**config.mk**
```make
export PLATFORM = sky130hd
export DESIGN_NAME = exp_adjust_pipe
export DESIGN_NICKNAME = d
export VERILOG_FILES = /design/src/rtl/exp_adjust_pipe.sv
export SDC_FILE = /design/constraint.sdc
export NUM_CORES = 1
export LEC_CHECK = 0
export ABC_AREA = 1
export BUFFER_PORTS_ARGS = -buffer_cell sky130_fd_sc_hd__clkbuf_2
export CAP_MARGIN = 20
export CORE_MARGIN = 1
export CORE_UTILIZATION = 53
export CTS_CLUSTER_DIAMETER = 40
export DETAILED_ROUTE_END_ITERATION = 16
export PLACE_DENSITY = 0.74
export SYNTH_ARGS = -nofsm -noshare
export SYNTH_HDL_FRONTEND = slang
export SYNTH_SLANG_ARGS = --single-unit
```
**constraint.sdc**
```tcl
create_clock -name CLK -period 4.9 [get_ports CLK]
set_clock_uncertainty 0.05 [all_clocks]
set_input_delay 0.49 -clock CLK [delete_from_list [all_inputs] [get_ports CLK]]
set_output_delay 0.49 -clock CLK [all_outputs]
set_load 0.02 [all_outputs]
```
**src/rtl/exp_adjust_pipe.sv**
```systemverilog
// exp_adjust_pipe
//   Two-stage exponent adjuster placed between the normaliser/leading-zero
//   stage and the rounder/packer.
//
//   Stage 1 forms a signed, two-bit-wider result r from the biased exponent E:
//     selection=1           : r = E - L_shift_value
//     selection=0, L_or_R=00: r = E - 1
//     selection=0, L_or_R=01: r = E + 1
//     selection=0, L_or_R=1x: r = E
//   Stage 2 clamps r into the exponent range:
//     r >= all-ones         : Ez_pre = all-ones, ovf=1
//     r <= 0                : Ez_pre = 0,        unf=1
//     otherwise             : Ez_pre = r[EXP_W-1:0]
//
// Ports
//   CLK, RST        clock, synchronous active-low reset
//   in_valid/in_ready     input handshake (in_ready is combinational on out_ready)
//   E, L_shift_value, selection, L_or_R   operand and mode
//   out_valid/out_ready   output handshake
//   Ez_pre, ovf, unf      clamped exponent and saturation flags
//   cnt_clr               synchronous clear of both event counters (wins over count)
//   ovf_cnt, unf_cnt      saturating counts of transferred ovf / unf results

module exp_adjust_pipe #(
   parameter int unsigned EXP_W   = 8,
   parameter int unsigned SHIFT_W = 5,
   parameter int unsigned CNT_W   = 16
) (
   input  logic               CLK,
   input  logic               RST,
   input  logic               in_valid,
   output logic               in_ready,
   input  logic [EXP_W-1:0]   E,
   input  logic [SHIFT_W-1:0] L_shift_value,
   input  logic               selection,
   input  logic [1:0]         L_or_R,
   output logic               out_valid,
   input  logic               out_ready,
   output logic [EXP_W-1:0]   Ez_pre,
   output logic               ovf,
   output logic               unf,
   input  logic               cnt_clr,
   output logic [CNT_W-1:0]   ovf_cnt,
   output logic [CNT_W-1:0]   unf_cnt
);

   localparam int unsigned R_W = EXP_W + 2;

   logic             s1_valid;
   logic [R_W-1:0]   s1_r;
   logic [R_W-1:0]   r_next;
   logic [R_W-1:0]   e_ext;
   logic [R_W-1:0]   sh_ext;
   logic             s1_adv;
   logic             s2_adv;
   logic             out_xfer;

   logic [EXP_W-1:0] ez_next;
   logic             ovf_next;
   logic             unf_next;

   // Sign bit of r is the MSB; the extra two bits leave room for E+1 above
   // all-ones and for E minus the largest shift below zero.
   localparam logic [R_W-1:0] SAT_MAX = {2'b00, {EXP_W{1'b1}}};

   assign s2_adv   = !out_valid || out_ready;
   assign s1_adv   = !s1_valid || s2_adv;
   assign in_ready = s1_adv;
   assign out_xfer = out_valid && out_ready;

   assign e_ext  = {2'b00, E};
   assign sh_ext = R_W'(L_shift_value);

   always_comb begin
      r_next = e_ext;
      if (selection) begin
         r_next = e_ext - sh_ext;
      end else begin
         case (L_or_R)
            2'b00:   r_next = e_ext - R_W'(1);
            2'b01:   r_next = e_ext + R_W'(1);
            default: r_next = e_ext;
         endcase
      end
   end

   always_comb begin
      ez_next  = s1_r[EXP_W-1:0];
      ovf_next = 1'b0;
      unf_next = 1'b0;
      if ($signed(s1_r) >= $signed(SAT_MAX)) begin
         ez_next  = '1;
         ovf_next = 1'b1;
      end else if (s1_r[R_W-1] || (s1_r == '0)) begin
         ez_next  = '0;
         unf_next = 1'b1;
      end
   end

   always_ff @(posedge CLK) begin
      if (!RST) begin
         s1_valid  <= 1'b0;
         s1_r      <= '0;
         out_valid <= 1'b0;
         Ez_pre    <= '0;
         ovf       <= 1'b0;
         unf       <= 1'b0;
      end else begin
         if (s1_adv) begin
            s1_valid <= in_valid;
            if (in_valid) begin
               s1_r <= r_next;
            end
         end
         if (s2_adv) begin
            out_valid <= s1_valid;
            if (s1_valid) begin
               Ez_pre <= ez_next;
               ovf    <= ovf_next;
               unf    <= unf_next;
            end
         end
      end
   end

   always_ff @(posedge CLK) begin
      if (!RST || cnt_clr) begin
         ovf_cnt <= '0;
         unf_cnt <= '0;
      end else begin
         if (out_xfer && ovf && (ovf_cnt != '1)) begin
            ovf_cnt <= ovf_cnt + CNT_W'(1);
         end
         if (out_xfer && unf && (unf_cnt != '1)) begin
            unf_cnt <= unf_cnt + CNT_W'(1);
         end
      end
   end

endmodule

```
==> flow_summary.ini <==
[floorplan]
ios = 65
die_area_um2 = 6753
design.core.area_um2 = 6061
rows = 28
initial_core_util_pct = 56.21
die_h_um = 82.18
die_x_um = 82.18

[power_and_ir_drop]
powerDensity_nw_per_um2 = 220.8
leakagePower_nw = 1.538
totalPowerFinal_uw = 846.3
ir_drop_v = 0.0001760

[sta]
finalCriticalPeriod_ps = 2009
hold_viol = 0
rsz0062_at_grt = false
tightest_slew_ps = 761.3
finalCritPeriodShare_pct = 41.00
max_freq_ghz = 0.4977
finalSetupTns_ps = 0
maxSlewViolCount = 0
finalSetupViolations = 0
slew_headroom_pct = 49.19

[placement]
placed_area_um2 = 3739
place_congestion = 0.9249
portBuffers = 64
dpl.hpwl_um = 6084

[drt]
ant_nets = 0
routed_via_density = 5.381
route.detailed.drc = 0
drt_iter0_drc = 127
finalWirelength_um = 7879
vias = 3460
routedWlPerCell_um = 12.25
drt_first_pass_iters = 5

[clocking]
clock-root-buffer = clkbuf_8
cts_buffer_depth = 2
clock-sinks = 54
post_cts_buffers = 0
cts.repair.resized = 0
cts_buffers = 5
clk_pin_slew_ps = 110
cts_hold_buf = 0
cts_tree = done
worstSkewPairLatency_ps = 320
h-tree-depth = 2

[critical_path]
end_kind = flip-flop
rr_endpoint = ovf_cnt[6]
crit_arrival_ps = 2190
rr_worst_depth = 9
critPathKind = input pin to flip-flop
critPathRequiredTime_ps = 5080
r2r-start = ovf_cnt[0]
cp-start-kind = input pin
critPathMaxFanout = 20
rrSetupSlack_ps = 2960

[grt]
grt_max_degree = 21
met1_usage_pct = 31.69
grt_pass1_wl_um = 13190
grt_usage_pct = 24.78
antenna_found_initial = 0
met3_usage_pct = 4.066
met2_usage_pct = 42.81
grt.overflow.total = 0
top_usage_layer = met2
grt_pass1_vias = 3081

[synth]
synth_top_cell_area_share_pct = 31.73
syn_nets = 539
synth_top_area_cell = dfxtp_1
ys_types = 40
synth_area_per_cell_um2 = 6.707
syn-instance-count = 508
yosys_warnings = 0
synth_area_um2 = 3407
ys_seq_area_share_pct = 31.73
ys_ff_latch = 54
ys_top_cells_by_area = dfxtp_1 32%, nand2_1 13%, nor2_1 7.5%

[finish]
drive_gt1_share_pct = 19.37
mostFrequentLayoutCell = nand2_1
final_util_pct = 63.25
fin_area_um2 = 3834
antennaDiodeCount = 0
final_cell_mix = 114 x nand2_1, 68 x nor2_1, 64 x clkbuf_2, 54 x dfxtp_1, 50 x inv_1
syn_to_final_growth_pct = 12.52
nets = 598

[job]
maxCapViolations = 0

[min_path]
min_path_type = input pin to flip-flop
holdPathEnd = s1_r[1]
hold_depth = 3
holdCritStartpoint = RST

[run_status]
status = finished clean
[worst max-delay path by stage]
stage / start / to / slack (ps) / cells after the start
after floorplan: E[0] / s1_r[4] / 3090 / 11
after global placement: RST / ovf_cnt[1] / 2650 / 5
after detailed placement: RST / ovf_cnt[1] / 2590 / 5
after CTS: RST / ovf_cnt[1] / 2910 / 5
after global routing: RST / ovf_cnt[1] / 2650 / 5
final: RST / ovf_cnt[1] / 2890 / 5
[per-layer routing]
metal | part of all wire, % | wire length [um] | vias to the layer above
met1 | 46 | 3661 | 1572
met5 | 0 | 0 | -
met3 | 4.3 | 337 | 12
li1 | - | - | 1783
met2 | 48 | 3775 | 93
met4 | 1.3 | 105 | 0
[where the power goes]
part / leakage (nW) / internal (mW) / switching (mW)
Clock: 0.0491 / 0.106 / 0.159
Combinational: 1.05 / 0.0411 / 0.0796
Sequential: 0.438 / 0.450 / 0.0105
Total: 1.54 / 0.597 / 0.250
[cell type report]
class                      instances  area [um^2]
clock buffer                       5        68.82
inverter                          56        210.2
tap                               75        93.84
multi-input combinational        386         2033
timing repair buffer              64        320.3
clock inverter                     3        26.28
sequential                        54         1081
fill                             597         2227
[critical path, cell delays in order]
cell	delay [ps]
clkbuf_2	150
inv_1	230
nor2_2	490
inv_1	500
a211oi_1	320
[synth_stat cells (all sizes together)]
library cell,instances
a211oi,2
a21o,1
a21oi,40
a22oi,7
a31oi,3
a41oi,1
buf,10
clkbuf,2
dfxtp,54
fa,1
ha,9
inv,56
nand2,123
nand3,41
nand3b,2
nand4,11
nor2,76
nor3,19
nor3b,2
o211ai,1
o21ai,28
o21bai,1
or2,2
xnor2,7
xor2,9
[metrics by stage]
step	instances	hold slack [ps]	setup WS, ps
2_1_floorplan	508	411.7	3089
3_3_place_gp	635	432.2	2650
3_5_place_dp	635	435.2	2586
4_1_cts	643	418.9	2914
5_1_grt	643	440.7	2650
6_report	643	424.9	2891
[state kept, by name, summed over array words and instances (netlist names)]
register	flops
s1_r	10
Ez_pre	8
unf	1
ovf	1
unf_cnt	16
ovf_cnt	16
out_valid	1
s1_valid	1
[cells by family (layout without fill, tap and decap cells)]
family                     after synthesis  in the layout  share of synthesized area (%)
xor gates and xnor gates                16             16                          4.113
adders and majority gates               10             10                          3.893
AOI/OAI and AO/OA                       84             84                          14.98
and+or+nand+nor                        276            276                          36.69
buffers and inverters                   68            128                          8.593
DFF                                     54             54                          31.73
(Power assumes the default switching activity.)
